## config.mk

```make
export PLATFORM = sky130hd
export DESIGN_NAME = store_demux3
export DESIGN_NICKNAME = d
export VERILOG_FILES = /design/src/rtl/store_demux3.sv
export SDC_FILE = /design/constraint.sdc
export NUM_CORES = 1
export LEC_CHECK = 0
export ABC_CLOCK_PERIOD_IN_PS = 3260
export BUFFER_PORTS_ARGS = -buffer_cell sky130_fd_sc_hd__buf_2
export CAP_MARGIN = 0
export CORE_MARGIN = 2
export CORE_UTILIZATION = 55
export CTS_BUF_LIST = sky130_fd_sc_hd__clkbuf_8 sky130_fd_sc_hd__clkbuf_16
export DETAILED_ROUTE_END_ITERATION = 8
export GPL_ROUTABILITY_DRIVEN = 1
export PLACE_DENSITY_LB_ADDON = 0.05
export RECOVER_POWER = 100
export SYNTH_ARGS = -nofsm -noshare
export SYNTH_HDL_FRONTEND = slang
export SYNTH_SLANG_ARGS = --single-unit
```

## constraint.sdc

```tcl
create_clock -name clk -period 3.26 [get_ports clk]
set_input_delay 0.489 -clock clk [delete_from_list [all_inputs] [get_ports clk]]
set_output_delay 0.489 -clock clk [all_outputs]
set_load 0.01 [all_outputs]
```

## src/rtl/store_demux3.sv

```systemverilog
// rtl/store_demux3.sv - one-to-three write-stream demux with per-channel FIFOs
module store_demux3 #(
    parameter int WIDTH = 32,
    parameter int DEPTH = 2
) (
    input  logic             clk,
    input  logic             rst,
    input  logic             in_valid,
    output logic             in_ready,
    input  logic [1:0]       in_sel,
    input  logic [WIDTH-1:0] in_data,
    output logic [2:0]       out_valid,
    input  logic [2:0]       out_ready,
    output logic [WIDTH-1:0] out_data_a,
    output logic [WIDTH-1:0] out_data_b,
    output logic [WIDTH-1:0] out_data_c,
    output logic             bad_sel,
    output logic [7:0]       bad_cnt
);

    localparam int AW = (DEPTH > 1) ? $clog2(DEPTH) : 1;
    localparam logic [AW:0] FULL_CNT = (AW + 1)'(DEPTH);

    logic [2:0]       w_full;
    logic [WIDTH-1:0] w_head [3];
    logic             w_accept;
    logic             r_bad_sel;
    logic [7:0]       r_bad_cnt;

    assign w_accept = in_valid && in_ready;

    // Ready depends only on the selected FIFO's fullness; code 11 is always taken and dropped
    always_comb begin
        in_ready = 1'b1;
        case (in_sel)
            2'b00:   in_ready = !w_full[0];
            2'b01:   in_ready = !w_full[1];
            2'b10:   in_ready = !w_full[2];
            default: in_ready = 1'b1;
        endcase
    end

    for (genvar k = 0; k < 3; k++) begin : g_ch
        logic [WIDTH-1:0] r_mem [DEPTH];
        logic [AW-1:0]    r_wptr;
        logic [AW-1:0]    r_rptr;
        logic [AW:0]      r_cnt;
        logic             w_push;
        logic             w_pop;

        // A pop needs a stored word, so an empty FIFO never pops even if a push lands this cycle
        assign w_push       = w_accept && (in_sel == 2'(k));
        assign w_pop        = (r_cnt != '0) && out_ready[k];
        assign w_full[k]    = (r_cnt == FULL_CNT);
        assign out_valid[k] = (r_cnt != '0);
        assign w_head[k]    = r_mem[r_rptr];

        // Channel FIFO storage, pointers and occupancy; reset also clears storage so heads read 0
        always_ff @(posedge clk) begin
            if (rst) begin
                for (int i = 0; i < DEPTH; i++) begin
                    r_mem[i] <= '0;
                end
                r_wptr <= '0;
                r_rptr <= '0;
                r_cnt  <= '0;
            end else begin
                if (w_push) begin
                    r_mem[r_wptr] <= in_data;
                    r_wptr        <= r_wptr + 1'b1;
                end
                if (w_pop) begin
                    r_rptr <= r_rptr + 1'b1;
                end
                case ({w_push, w_pop})
                    2'b10:   r_cnt <= r_cnt + 1'b1;
                    2'b01:   r_cnt <= r_cnt - 1'b1;
                    default: r_cnt <= r_cnt;
                endcase
            end
        end
    end

    assign out_data_a = w_head[0];
    assign out_data_b = w_head[1];
    assign out_data_c = w_head[2];

    // Sticky flag and saturating counter for words dropped on the invalid select code
    always_ff @(posedge clk) begin
        if (rst) begin
            r_bad_sel <= 1'b0;
            r_bad_cnt <= 8'd0;
        end else if (w_accept && (in_sel == 2'b11)) begin
            r_bad_sel <= 1'b1;
            if (r_bad_cnt != 8'hFF) begin
                r_bad_cnt <= r_bad_cnt + 8'd1;
            end
        end
    end

    assign bad_sel = r_bad_sel;
    assign bad_cnt = r_bad_cnt;

endmodule

```

==> qor.txt, run 1 <==
worst skew pair latency: 490 ps
Gate Count Post-Synth: 687
crit end category: flop
Pleak: 0.00386 uW
ANT nets after route: 0
nets: 874
max-slew violation count: 241
full die area: 17800 um2
Num CTS Buffers: 22
Synth area leader: edfxtp_1
TritonRoute pass-1 iters: 5
DP Worst Slack: 824 ps
TNS Setup: 0 ps
total number of vias: 5828
HP Class: input port to flop
starting density of the core: 55.9%
DRC: 0
Inst Count DP: 1026
DP HPWL: 12700 um
Core ar.: 16500 um2
final std cells w/o fill: 1065
routability congestion estimate: 0.749
initial DRC count: 519
Top FF cell, synth: edfxtp_1
antenna cells: 0
synthesized area: 9240 um2
first-pass GRT wire length: 31800 um
slowest stage delay, CP: 780 ps
GRT overflow: 0
worst-margin pin slew: 1920 ps
vias per cell: 5.47
YS warnings: 0
Synth cell types: 40
syn nets: 731
fmax: 373 MHz
post-synth top area share: 62.4%
unrepaired setup endpoints after global routing: no
Area growth, synth to finish: 15.2%
Setup Viol. Count Final: 0
H-tree levels: 1
ys async rst share: 0%
CTS hold repair buffers: 0
Clock Skews: 6.80 ps
Root Driver: clkbuf_16
Worst VDD drop: 0.403 mV
# clock sinks: 216
Slew HR: -28.1%
crit path max-delay cell type: nand2b_1
clock-pin transition on the worst setup and hold timing paths: 60 ps
Post-CTS Resized: 0
min Tclk post-route: 2680 ps
postcts setup bufs: 0
row count: 47
CP Max Fanout: 21
chip width: 134 um
failing checks: max-capacitance violations, max-slew violations
final setup margin: 577 ps
CTS tree: built
startpoint types: flop
initial antenna violation count: 0
power density over cell area: 607 nW/um2
final cycle utilization of the critical path: 82.3%
Filler cells: 1333
layout cells sized above 1: 22.5%
Finished Cell Area: 10600 um2
I/O Pins: 149
worst-case clock buffer depth: 3
FF+latch count, synth: 216
vias in the first global route: 5825
WP data arrival: 2840 ps
CP cell instances: nor2b_1, or4b_2, nand2b_1, clkbuf_1
Seq/Total Area, Yosys: 67.6%
Die H: 134 um
Routed WL per cell: 19.4 um
gr usage total: 23.3%
area after detailed placement: 10100 um2
status: complete, but fails checks
CP required: 3420 ps
pin count of the biggest net entering global routing: 41
number of flops mapped to enable cells by yosys: 192
dominant cell by count in the synthesized netlist: nor2_1
critical setup path kind: flop to flop
# Max-Cap Violations: 7
count of buffers from port buffering: 148
Total Routed Length: 20700 um
top cells by count, synth: nor2_1 (202), edfxtp_1 (192), mux2_2 (100)
Final Hold Viols: 0
ranking of synthesized cells by area: edfxtp_1 (62%), mux2_2 (12%), nor2_1 (8.2%)
Avg Cell Area, Syn: 13.4 um2
[sequential cells by signal (all words and copies together), names as in the netlist, named ones only]
register,flops
bad_cnt,8
g_ch.r_cnt,6
g_ch.r_mem,192
g_ch.r_wptr,3
g_ch.r_rptr,3
bad_sel,1
[final cells by class]
cell class,instances,area [um2],area share (%)
Sequential cell,216,6250,58.7
Multi-Input combinational cell,426,2730,25.7
Timing Repair Buffer,161,696,6.54
Clock buffer,23,576,5.41
Tap cell,220,275,2.59
Clock inverter,16,98.8,0.929
Inverter,3,11.3,0.106
[worst max-delay path, delay by kind of cell, from the launching register on]
| kind | cells | cell delay [ps] |
|---|---|---|
| flip-flops | 1 | 410 |
| AND/OR/NAND/NOR | 3 | 1570 |
| buffers and inverters | 1 | 370 |
[per-stage QoR]
stage / hold slack, ps / power [uW] / util [%]
after detailed placement: 443 / 4230 / 61.3
after global placement: 434 / 4210 / 61.3
after global routing: 421 / 6690 / 64.4
final: 356 / 6460 / 64.4
after CTS: 250 / 6550 / 65.3
after floorplan: 451 / 3880 / -
[per-layer routing]
layer / track usage [%] / share of wire [%] / up-vias
met5: 0 / 0 / -
met2: 39.4 / 49 / 205
met3: 3.16 / 6.2 / 34
met4: 6.62 / 2.2 / 0
met1: 32.0 / 42 / 2877
li1: - / - / 2712
[path summary, 6_finish.rpt]
check / start / end / slack (ps) / cells past startpoint
setup reg to reg: g_ch[2].r_cnt[0] / g_ch[2].r_mem[1][21] / 580 / 4
setup / recovery: g_ch[2].r_cnt[0] / g_ch[2].r_mem[1][21] / 580 / 4
hold / removal: rst / g_ch[1].r_wptr / 360 / 2
hold reg to reg: bad_sel / bad_sel / 450 / 2
[report_power, final]
part	internal, uW	switching (uW)
combinational	358	447
sequential	3160	152
clock	1350	991
total	4870	1590
[layout by cell type, fill, tap and decap left out, types with 2 or more instances in the layout]
cell,count
nor2_1,205
edfxtp_1,192
clkbuf_1,96
mux2_2,79
buf_2,59
nand2b_1,38
clkbuf_16,23
mux2_1,21
dfxtp_1,21
a21oi_1,9
clkinv_1,7
nor2b_1,6
inv_1,6
xnor2_1,6
or3_1,5
o21ai_0,5
nand2_1,4
and4_1,4
ha_1,4
buf_4,4
o21a_1,3
nand3_1,3
nand4_1,3
nand2b_2,3
or2_2,3
xor2_1,3
nor3_1,3
dfxtp_2,3
or4b_2,2
or4_2,2
a211oi_1,2
o31ai_1,2
clkinv_2,2
clkbuf_2,2
[cell families after synthesis]
kind of cell	after synthesis	share of synthesized area [%]
compound gates	26	1.82
xor+xnor	9	0.853
fa+ha+maj	4	0.542
buf+inv	45	2.82
flops	216	67.6
mux	101	12.3
simple gates	286	14.0
Power figures use the tool's default switching activity.
==> run 2, diff against run 1 <==
ABC_CLOCK_PERIOD_IN_PS = 2500   (was 3260)
clock period = 2.5 ns   (was 3.26 ns; I/O delays follow)
==> run 2 against run 1 <==
Global-route usage rose by 0.11 points. Final cell count grew 0.75%. Non-clock buffer count increased by 6. Wire length rose by 0.97%. Cell area increased by 1.1%. Clock skew barely moved. The flow now finishes without violations.
==> qor.txt, run 2 (synthesis gave the netlist of run 1 again) <==
# Max-Cap Violations: 0 (-7)
antenna cells: 0 (unchanged)
Num CTS Buffers: 23 (+4.5%)
CP cell instances: buf_12, mux2_1, buf_2
Area growth, synth to finish: 16.4%
TNS Setup: 0 ps (unchanged)
ANT nets after route: 0 (unchanged)
Reg area: 6250 um2 (unchanged)
Core ar.: 16500 um2 (unchanged)
TritonRoute pass-1 iters: 5 (unchanged)
chip width: 134 um (unchanged)
slowest stage delay, CP: 650 ps (-130 ps)
vias in the first global route: 6032 (+3.6%)
Slew HR: 19.0% (+47 points)
Reg with most FFs: g_ch.r_mem
worst-case clock buffer depth: 3 (unchanged)
full die area: 17800 um2 (unchanged)
# clock sinks: 216 (unchanged)
DRC: 0 (unchanged)
Final Hold Viols: 0 (unchanged)
most frequent cells in the layout: nor2_1 (205), edfxtp_1 (192), clkbuf_1 (89)
pin count of the biggest net entering global routing: 34 (-17%)
crit path max-delay cell type: dfxtp_2
clock-pin transition on the worst setup and hold timing paths: 60 ps (about the same)
initial antenna violation count: 0 (unchanged)
power density over cell area: 790 nW/um2 (+30%)
crit end category: primary output
CP Max Fanout: 17 (-19%)
number of flip-flops under the largest register name: 192 (unchanged)
Die H: 134 um (unchanged)
CTS tree: built
DP HPWL: 13300 um (+5.1%)
CP delay by family, top: flip-flops
nets: 881 (+0.80%)
startpoint types: flop
GRT overflow: 0 (unchanged)
WP buf/inv: 2 (+1)
routability congestion estimate: 0.764 (+1.9%)
status: completed
Clock Skews: 7.18 ps (+0.384 ps)
Pleak: 0.00395 uW (+2.4%)
area after detailed placement: 10200 um2 (+1.2%)
WP data arrival: 1940 ps (-900 ps)
CP required: 2120 ps (-1300 ps)
fmax: 432 MHz
multi-input logic area: 2740 um2 (about the same)
first-pass GRT wire length: 32200 um (+1.5%)
unrepaired setup endpoints after global routing: no
initial DRC count: 430 (-17%)
Setup Viol. Count Final: 0 (unchanged)
worst skew pair latency: 500 ps (about the same)
final cycle utilization of the critical path: 92.5%
Root Driver: clkbuf_16
max-slew violation count: 0 (-100%)
HP Class: input port to flop
layout cells sized above 1: 24.3% (+1.8 points)
vias per cell: 5.54 (+1.3%)
Routed WL per cell: 19.5 um (+0.21%)
Total Routed Length: 20900 um (+0.97%)
Filler cells: 1348 (+1.1%)
Fin Hold WS: 306 ps (-50.5 ps)
Worst VDD drop: 0.536 mV (+33%)
total number of vias: 5949 (+2.1%)
gr usage total: 23.4% (+0.11 points)
critical setup path kind: flop to primary output
min Tclk post-route: 2310 ps
postcts setup bufs: 0 (unchanged)
row count: 47 (unchanged)
worst-margin pin slew: 1220 ps (-706 ps)
H-tree levels: 1 (unchanged)
Post-CTS Resized: 0 (unchanged)
CTS hold repair buffers: 0 (unchanged)
Finished Cell Area: 10800 um2 (+1.1%)
count of buffers from port buffering: 148 (unchanged)
commonest non-fill, non-tap cell in the layout: nor2_1
I/O Pins: 149 (unchanged)
starting density of the core: 55.9% (unchanged)
## run 2: changes by cell type in the layout (fill, tap and decap cells not counted), moves of 2 or more
cell      change
inv_1         +2
buf_12        +4
clkbuf_4      +3
clkbuf_1      -7
buf_4         -4
clkbuf_8      +4
clkbuf_2      +7
clkinv_2      +3
buf_2         +3
clkinv_1      -3
## run 2: power breakdown
| group | internal, uW | switching [uW] |
|---|---|---|
| sequential | 4130 | 113 |
| combinational | 499 | 684 |
| clock | 1780 | 1290 |
## run 2: final timing paths
path | end | from | depth (start not counted) | slack (ps)
max reg2reg | g_ch[0].r_mem[0][20] | g_ch[0].r_cnt[0] | 4 | 270
min reg2reg | bad_sel | bad_sel | 2 | 460
max | out_data_c[30] | flop | 3 | 190
min | g_ch[1].r_mem[1][12] | in_data[12] | 3 | 310
## run 2: metal layers
metal	share of wire [%]	track usage, %	wire (um)
met2	49	40.1	10300
met3	7.4	3.35	1540
met5	0	0	0
met1	41	31.8	8630
met4	1.9	6.15	399
## run 2: worst min-delay path, stage by stage
cell and delay (ps):
buf_2 80, nand2b_1 120, nor2_1 110
## run 2: cell type report
type | instances | area share, %
flip-flops and latches | 216 | 58.1
multi-input cells | 426 | 25.4
inverters | 3 | 0.105
clock inverters | 14 | 0.547
repair buffers | 167 | 7.37
clock buffers | 27 | 5.86
well taps | 220 | 2.56
## run 2: per-stage QoR
stage                     utilization, %  setup slack, ps  power (uW)  std cells
final                               65.1              187        8490       1073
after global routing                65.1              113        8810       1073
after floorplan                        -              191        5060        687
after CTS                           66.2              205        8620       1073
after detailed placement            62.0              305        5570       1032
after global placement              62.0              352        5540       1032
==> run 3, diff against run 2 <==
PLACE_DENSITY = 0.76   (was not set)
PLACE_DENSITY_LB_ADDON = not set   (was 0.05)
==> run 3 against run 2 <==
First-iteration DRC count increased by 13%. Largest cell class unchanged. Sequential cell count unchanged. Maximum frequency decreased by 3.0%.
==> qor.txt, run 3 (synthesis gave the netlist of run 1 again) <==
CP required: 2120 ps (about the same)
Worst VDD drop: 0.578 mV (+7.8%)
reg2reg end: g_ch[2].r_mem[1][23]
Setup Viol. Count Final: 0 (unchanged)
routability congestion estimate: 0.783 (+2.6%)
Post-CTS Resized: 0 (unchanged)
GR Util met2: 40.1% (+0.086 points)
TNS Setup: 0 ps (unchanged)
min Tclk post-route: 2380 ps (+72.1 ps)
slowest stage delay, CP: 570 ps (-80 ps)
Core ar.: 16500 um2 (unchanged)
DRC: 0 (unchanged)
Sw Ratio: 24.5% (-0.070 points)
H-tree levels: 1 (unchanged)
CTS hold repair buffers: 0 (unchanged)
worst-case clock buffer depth: 3 (unchanged)
Final Hold Viols: 0 (unchanged)
Die H: 134 um (unchanged)
power density over cell area: 797 nW/um2 (+0.98%)
crit end category: primary output
r2r setup slk: 220 ps (-50 ps)
GRT overflow: 0 (unchanged)
nets: 881 (unchanged)
Filler cells: 1250 (-7.3%)
CP Max Fanout: 15 (-2)
number of flip-flops under the largest register name: 192 (unchanged)
Root Driver: clkbuf_16
Routed WL per cell: 19.5 um (+0.31%)
Sequential Power Share: 49.6% (-0.3 points)
postcts setup bufs: 0 (unchanged)
Slew HR: 28.7% (+9.8 points)
final cycle utilization of the critical path: 95.4% (+2.9 points)
GR peak layer: met2
antenna cells: 0 (unchanged)
WP data arrival: 2010 ps (+70 ps)
starting density of the core: 55.9% (unchanged)
commonest non-fill, non-tap cell in the layout: nor2_1
Total Routed Length: 21000 um (+0.31%)
worst skew pair latency: 500 ps (about the same)
Logic pwr share: 13.5% (-0.4 points)
# Max-Cap Violations: 0 (unchanged)
Reg with most FFs: g_ch.r_mem
vias in the first global route: 5890 (-2.4%)
critical setup path kind: flop to primary output
Worst Setup EP: out_data_a[30]
unrepaired setup endpoints after global routing: no
M1 GR Usage: 31.2% (-0.63 points)
most frequent cells in the layout: nor2_1 (202), edfxtp_1 (192), clkbuf_1 (79)
RR Startpoint: g_ch[2].r_cnt[0]
Clock Skews: 6.67 ps (-0.513 ps)
# clock sinks: 216 (unchanged)
initial antenna violation count: 0 (unchanged)
vias per cell: 5.58 (+0.61%)
fmax: 419 MHz (-3.0%)
clock power share: 36.9% (+0.7 points)
row count: 47 (unchanged)
startpoint types: flop
Sw Pwr: 2110 uW (+0.83%)
clock-pin transition on the worst setup and hold timing paths: 60 ps (about the same)
max-slew violation count: 0 (unchanged)
ANT nets after route: 0 (unchanged)
HP Class: input port to flop
crit path max-delay cell type: dfxtp_2
chip width: 134 um (unchanged)
initial DRC count: 487 (+13%)
first-pass GRT wire length: 32400 um (+0.37%)
R2R depth: 4 (unchanged)
I/O Pins: 149 (unchanged)
total number of vias: 5985 (+0.61%)
Pleak: 0.00398 uW (+0.68%)
Area growth, synth to finish: 16.6%
CTS tree: built
count of buffers from port buffering: 148 (unchanged)
worst-margin pin slew: 1070 ps (-147 ps)
worst hold start: in_data[16]
Num CTS Buffers: 22 (-4.3%)
Fin Hold WS: 314 ps (+7.63 ps)
CP cell instances: clkbuf_2, mux2_1, buf_2
pin count of the biggest net entering global routing: 34 (unchanged)
DP HPWL: 13600 um (+2.5%)
full die area: 17800 um2 (unchanged)
TritonRoute pass-1 iters: 5 (unchanged)
Power Internal: 6480 uW (+1.2%)
layout cells sized above 1: 24.2% (-0.12 points)
gr usage total: 23.6% (+0.18 points)
status: completed
met3 GRT Util: 3.61% (+0.27 points)
==> run 3: cell count changes in the layout (fill, tap and decap cells not counted), moves of 4 or more <==
cell | previous run | this run
mux2_2 | 79 | 73
buf_2 | 62 | 72
mux2_1 | 21 | 27
clkbuf_1 | 89 | 79
clkbuf_8 | 4 | 0
clkinv_1 | 4 | 9
==> run 3: critical path: cells and delay by family (launching register included) <==
| kind | cells | cell delay (ps) |
|---|---|---|
| buf+inv | 2 | 540 |
| mux | 1 | 410 |
| flops | 1 | 570 |
==> run 3: how the worst min path moves through the flow <==
stage | to | slack, ps | depth (start not counted)
after global placement | bad_sel | 430 | 2
after CTS | flop | 280 | 2
final | g_ch[1].r_mem[1][16] | 310 | 3
after detailed placement | bad_sel | 440 | 2
after floorplan | g_ch[0].r_wptr | 450 | 2
after global routing | g_ch[2].r_mem[1][31] | 350 | 3
==> run 3: per-stage QoR <==
stage	instance area (um2)	util, %	std cells	worst slack (ps)	total power, uW
after floorplan	9240	-	687	191	5060
after global placement	10200	62.0	1033	448	5530
after detailed placement	10200	62.0	1033	425	5570
after CTS	10900	66.2	1073	185	8710
after global routing	10800	65.2	1073	68.8	8890
final	10800	65.2	1073	115	8590
==> run 3: layer usage <==
metal	vias up	share of wire (%)
li1	2737	-
met1	2933	39
met2	268	50
met3	47	7.5
met4	0	3.1
met5	-	0
==> run 3: area by class of cell <==
class,count,area (um2),share of cell area [%]
clock buffer,23,576,5.35
clock inverter,17,124,1.15
inverter,3,11.3,0.105
multi-input combinational,426,2740,25.4
sequential,216,6250,58.0
tap,220,275,2.56
timing repair buffer,168,795,7.38
==> run 3: power groups by stage <==
stage / clock, uW / combinational, uW / sequential, uW
3_5_place_dp: 0 / 1240 / 4330
5_1_grt: 3360 / 1250 / 4280
2_1_floorplan: 0 / 811 / 4250
6_report: 3170 / 1160 / 4260
3_3_place_gp: 0 / 1220 / 4320
4_1_cts: 3200 / 1250 / 4260
